**src/rtl/control_antirrebotes_if.sv**
```systemverilog
// Button/event bundle between the shared debouncer (master) and its consumer (slave).
// The master drives the debounced levels and the valid/id/lost signals; the slave drives raw levels and ack.
interface control_antirrebotes_if #(
    parameter int N    = 4,
    parameter int ID_W = 2
);
    logic [N-1:0]    botones;
    logic [N-1:0]    estado_estable;
    logic            evento_valido;
    logic [ID_W-1:0] evento_id;
    logic            evento_ack;
    logic            evento_perdido;

    modport master (
        input  botones, evento_ack,
        output estado_estable, evento_valido, evento_id, evento_perdido
    );

    modport slave (
        output botones, evento_ack,
        input  estado_estable, evento_valido, evento_id, evento_perdido
    );
endinterface

```
**src/rtl/control_antirrebotes.sv**
```systemverilog
// Round-robin 6-sample debouncer shared by N buttons, with a pending-event queue and a valid/ack port.
// Latency up to 2 + 6*N*TICK_DIV cycles; an offer is held until ack, one event per 2 cycles at most.
module control_antirrebotes #(
    parameter int N        = 4,
    parameter int TICK_DIV = 50000,
    parameter int ID_W     = 2
) (
    input logic                    clk,
    input logic                    reset,
    control_antirrebotes_if.master bus
);
    localparam int PW = (TICK_DIV > 1) ? $clog2(TICK_DIV) : 1;

    typedef enum logic {IDLE, OFRECE} state_t;

    logic [N-1:0]    sync1, sync2;
    logic [PW-1:0]   prescaler;
    logic            tick;
    logic [ID_W-1:0] scan_idx, upd_idx;
    logic            upd_vld;
    logic [5:0]      hist [N];
    logic [N-1:0]    estado, pending, stable_nxt, rise, clr;
    logic [ID_W-1:0] last_grant, offer_id, sel, cand;
    logic            sel_vld;
    logic            valido, perdido;
    state_t          state;

    assign tick = (prescaler == PW'(TICK_DIV - 1));

    // The stable state only moves for the button whose history was shifted on the previous tick.
    always_comb begin
        stable_nxt = estado;
        if (upd_vld) begin
            if (&hist[upd_idx]) begin
                stable_nxt[upd_idx] = 1'b1;
            end else if (~|hist[upd_idx]) begin
                stable_nxt[upd_idx] = 1'b0;
            end
        end
    end

    assign rise = stable_nxt & ~estado;

    always_comb begin
        clr = '0;
        if (state == OFRECE && bus.evento_ack) begin
            clr[offer_id] = 1'b1;
        end
    end

    // First pending button after the last one granted, wrapping modulo N.
    always_comb begin
        sel     = '0;
        sel_vld = 1'b0;
        cand    = '0;
        for (int k = 1; k <= N; k++) begin
            cand = ID_W'((int'(last_grant) + k) % N);
            if (!sel_vld && pending[cand]) begin
                sel_vld = 1'b1;
                sel     = cand;
            end
        end
    end

    always_ff @(posedge clk) begin
        if (reset) begin
            sync1     <= '0;
            sync2     <= '0;
            prescaler <= '0;
            scan_idx  <= '0;
            upd_idx   <= '0;
            upd_vld   <= 1'b0;
            for (int i = 0; i < N; i++) begin
                hist[i] <= '0;
            end
            estado    <= '0;
            pending   <= '0;
            perdido   <= 1'b0;
        end else begin
            sync1     <= bus.botones;
            sync2     <= sync1;
            prescaler <= tick ? '0 : prescaler + 1'b1;
            upd_vld   <= tick;
            if (tick) begin
                hist[scan_idx] <= {hist[scan_idx][4:0], sync2[scan_idx]};
                upd_idx        <= scan_idx;
                scan_idx       <= (scan_idx == ID_W'(N - 1)) ? '0 : scan_idx + 1'b1;
            end
            estado  <= stable_nxt;
            // A new edge wins over a same-cycle ack, so it is never reported as lost.
            pending <= (pending & ~clr) | rise;
            perdido <= |(rise & pending & ~clr);
        end
    end

    always_ff @(posedge clk) begin
        if (reset) begin
            state      <= IDLE;
            valido     <= 1'b0;
            offer_id   <= '0;
            last_grant <= ID_W'(N - 1);
        end else begin
            case (state)
                IDLE: begin
                    if (sel_vld) begin
                        offer_id <= sel;
                        valido   <= 1'b1;
                        state    <= OFRECE;
                    end
                end
                OFRECE: begin
                    if (bus.evento_ack) begin
                        last_grant <= offer_id;
                        valido     <= 1'b0;
                        state      <= IDLE;
                    end
                end
                default: state <= IDLE;
            endcase
        end
    end

    assign bus.estado_estable = estado;
    assign bus.evento_valido  = valido;
    assign bus.evento_id      = offer_id;
    assign bus.evento_perdido = perdido;
endmodule

```
**src/flat_wrapper.sv**
```systemverilog
// flat-port wrapper written by rule: the top's interface ports become plain ports
module control_antirrebotes_flat 
#(
    parameter int N        = 4,
    parameter int TICK_DIV = 50000,
    parameter int ID_W     = 2
)
  (clk, reset, bus_botones, bus_evento_ack, bus_estado_estable, bus_evento_valido, bus_evento_id, bus_evento_perdido);
  control_antirrebotes_if #(.N(N), .ID_W(ID_W)) bus_i ();
  input logic clk;
  input logic reset;
  input wire logic [$bits(bus_i.botones)-1:0] bus_botones;
  input wire logic [$bits(bus_i.evento_ack)-1:0] bus_evento_ack;
  output wire logic [$bits(bus_i.estado_estable)-1:0] bus_estado_estable;
  output wire logic [$bits(bus_i.evento_valido)-1:0] bus_evento_valido;
  output wire logic [$bits(bus_i.evento_id)-1:0] bus_evento_id;
  output wire logic [$bits(bus_i.evento_perdido)-1:0] bus_evento_perdido;
  assign bus_i.botones = bus_botones;
  assign bus_i.evento_ack = bus_evento_ack;
  assign bus_estado_estable = bus_i.estado_estable;
  assign bus_evento_valido = bus_i.evento_valido;
  assign bus_evento_id = bus_i.evento_id;
  assign bus_evento_perdido = bus_i.evento_perdido;
  control_antirrebotes #(.N(N), .TICK_DIV(TICK_DIV), .ID_W(ID_W)) u_core (.clk(clk), .reset(reset), .bus(bus_i));
endmodule
```
**config.mk**
```make
export PLATFORM = sky130hd
export DESIGN_NAME = control_antirrebotes_flat
export DESIGN_NICKNAME = d
export VERILOG_FILES = /design/src/rtl/control_antirrebotes_if.sv /design/src/rtl/control_antirrebotes.sv /design/src/flat_wrapper.sv
export SDC_FILE = /design/constraint.sdc
export NUM_CORES = 1
export LEC_CHECK = 0
export CAP_MARGIN = 20
export CORE_MARGIN = 2
export CORE_UTILIZATION = 60
export DETAILED_ROUTE_END_ITERATION = 10
export PLACE_DENSITY = 0.79
export SLEW_MARGIN = 5
export SYNTH_ARGS = -nofsm -noshare
export SYNTH_HDL_FRONTEND = slang
export SYNTH_SLANG_ARGS = --single-unit
```
**constraint.sdc**
```tcl
create_clock -name clk -period 5.2 [get_ports clk]
set_clock_uncertainty 0.05 [all_clocks]
set_input_delay 0.52 -clock clk [delete_from_list [all_inputs] [get_ports clk]]
set_output_delay 0.52 -clock clk [all_outputs]
set_load 0.02 [all_outputs]
```
==> impl_metrics.ini <==
[run_status]
status = finished clean

[global_route]
grt_overflow = 0
grt_usage_pct = 21.5
grt_first_pass_wirelength_um = 9730
busiest_layer = met2
met2_usage_pct = 33.1
grt_pass1_vias = 2009
grt_use_met3_pct = 4.03
antenna_found_initial = 0
grt_max_degree = 38
grtUsageMet1_pct = 29.8

[floorplanning]
initial_core_util_pct = 61.8
design.core.area_um2 = 5070
die_w_um = 76.3
dieArea_um2 = 5820
ioPinCount = 15
die_y_um = 76.3
rows = 26

[synth]
synth-edff-count = 24
ys_warn_count = 0
synth_seq_cells = 72
synth_cell_types = 46
syn_area_per_cell_um2 = 11.5
synthCells = 272
synthesis.nets = 281
synth_area_um2 = 3140
synthArstFlopShare_pct = 0
synth-seq-area-share_pct = 53.6
ys.flop_type = dfxtp_1

[clock_tree]
clkSlewWorstSetupHoldPaths_ps = 70
numCtsBuffers = 9
clock_latency_ps = 340
cts_tree = yes
cts_root_buf = clkbuf_8
post_cts_buffers = 0
holdBufCountCts = 0
clockBufferDepth = 2
clkSinkCount = 72
h-tree-depth = 3
cts_resized = 0

[routing]
vias_per_cell = 5.84
drc = 0
via_count = 2115
drtPass1Iterations = 4
drt_wl_total_um = 5760
first_iter_violations = 131
antenna_left = 0
wl_per_cell_um = 15.9

[final_layout]
fill_cells = 400
area_growth_pct = 12.0
drive_above_1_share_pct = 11.6
final_util_pct = 69.3
layout_commonest_cell = dfxtp_1
antenna_cells = 0
num-nets-final = 296
layout_common_cells = 48 x dfxtp_1, 24 x and2_1, 24 x edfxtp_1

[timing]
period_needed_ps = 2390
timing.final.ws_setup_ps = 2810
worst_pin_slew_ps = 794
fmax_ghz = 0.418
fin_setup_tns_ps = 0
rsz0062_at_grt = false
max_slew_margin_pct = 46.3
setup_violations = 0
fin_crit_sh_pct = 46.0
hold_viol = 0
slew_viol_final = 0

[placement]
gp_congestion = 0.806
portBuffers = 14
dp_hpwl_um = 4010
dp_slack_ps = 2630

[min_path]
worst_hold_startpoint = u_core.sync1[0]$_SDFF_PP0_
hp-class = flop to flop

[critical_path]
crit_required_ps = 5190
cp_data_arrival_time_ps = 2380
crit_slowest_cell = nor4b_1
max_stage_delay_ps = 720
crit_start = u_core.prescaler[0]$_SDFF_PP0_
crit_family = simple AND/OR/NAND/NOR gates
critical_path_class = flop to flop
path_buf_inv = 0
endpoint_kind = flop
path_cells = ha_1 > and3_1 > nand4_1 > nor4b_1 > or2_2
start_kind = flop
timing.rr.start = u_core.prescaler[0]$_SDFF_PP0_
cp_max_fo = 7

[pwr]
power_w = 0.00105
p_leak_nw = 1.21
ir_drop_v = 0.000224
p_per_area_nw_per_um2 = 298

[flow_run]
max_cap_violations = 0
through the flow:
| step | instance area (um2) | instances | hold WS (ps) |
|---|---|---|---|
| after CTS | 3510 | 362 | 392 |
| after global routing | 3510 | 362 | 410 |
| after floorplan | 3140 | 272 | 363 |
| after global placement | 3320 | 346 | 371 |
| after detailed placement | 3320 | 346 | 375 |
| final | 3510 | 362 | 388 |
path summary, 6_finish.rpt:
check	to	slack [ps]	cells after the start
max	u_core.hist[1][4]$_SDFFCE_PN0P_	2810	5
min	u_core.sync2[0]$_SDFF_PP0_	390	1
max reg2reg	u_core.hist[1][4]$_SDFFCE_PN0P_	2810	5
min reg2reg	u_core.sync2[0]$_SDFF_PP0_	390	1
per-layer routing:
metal	routed length (um)	vias to the layer above
met3	218	4
li1	-	1039
met5	0	-
met2	2670	49
met1	2810	1023
met4	57	0
power breakdown:
part           switching (W)  internal (W)
combinational      0.0000163     0.0000145
clock               0.000202      0.000215
sequential        0.00000752      0.000594
layout make-up:
type | instances | area [um2] | share of cell area [%]
Sequential cell | 72 | 1680 | 47.8
Multi-Input combinational cell | 180 | 1370 | 39.1
Clock buffer | 12 | 166 | 4.73
Timing Repair Buffer | 15 | 148 | 4.20
Tap cell | 70 | 87.6 | 2.49
Inverter | 9 | 33.8 | 0.961
Clock inverter | 4 | 25.0 | 0.712
Yosys cell counts, drive strengths merged (2+ instances only):
library cell	instances	share of area, %
nor4b	4	1.1
edfxtp	24	23
mux2i	3	0.96
nand4	10	2.0
nor2	20	2.4
inv	9	1.1
nand3	5	0.80
nand2b	4	0.80
o31ai	3	0.72
nor4bb	2	0.64
dfxtp	48	31
o21bai	2	0.48
nor2b	10	2.0
or3	4	0.80
or2	5	1.0
and4	2	0.60
ha	2	0.80
clkbuf	9	1.1
and2	24	4.8
nor4	6	1.4
nand2	13	1.6
o32ai	8	2.2
a211oi	2	0.48
o21ai	5	0.80
a21oi	6	0.96
xor2	8	2.2
and3	5	1.0
buf	2	0.48
xnor2	3	0.84
mux4	12	9.0
registers in the layout, indices dropped and copies added, names as in the netlist, named ones only:
register	flops
u_core.sync1	4
u_core.last_grant	2
u_core.scan_idx	2
u_core.bus.evento_perdido	1
u_core.state	1
u_core.hist	24
u_core.bus.evento_valido	1
u_core.upd_idx	2
u_core.prescaler	16
u_core.pending	4
u_core.upd_vld	1
u_core.bus.evento_id	2
u_core.bus.estado_estable	4
u_core.sync2	4
cell families (layout without fill, tap and decap cells):
logic type,Yosys count,count (layout),share of synthesized area (%)
AND/OR/NAND/NOR,119,119,22.3
flip-flops,72,72,53.6
multiplexers,15,15,9.93
AO/OA/AOI/OAI,33,33,7.70
XOR/XNOR,11,11,3.07
adder cells (fa/ha/maj),2,2,0.798
buffers and inverters,20,40,2.63
Note: power is estimated with default switching activity, not from simulation.
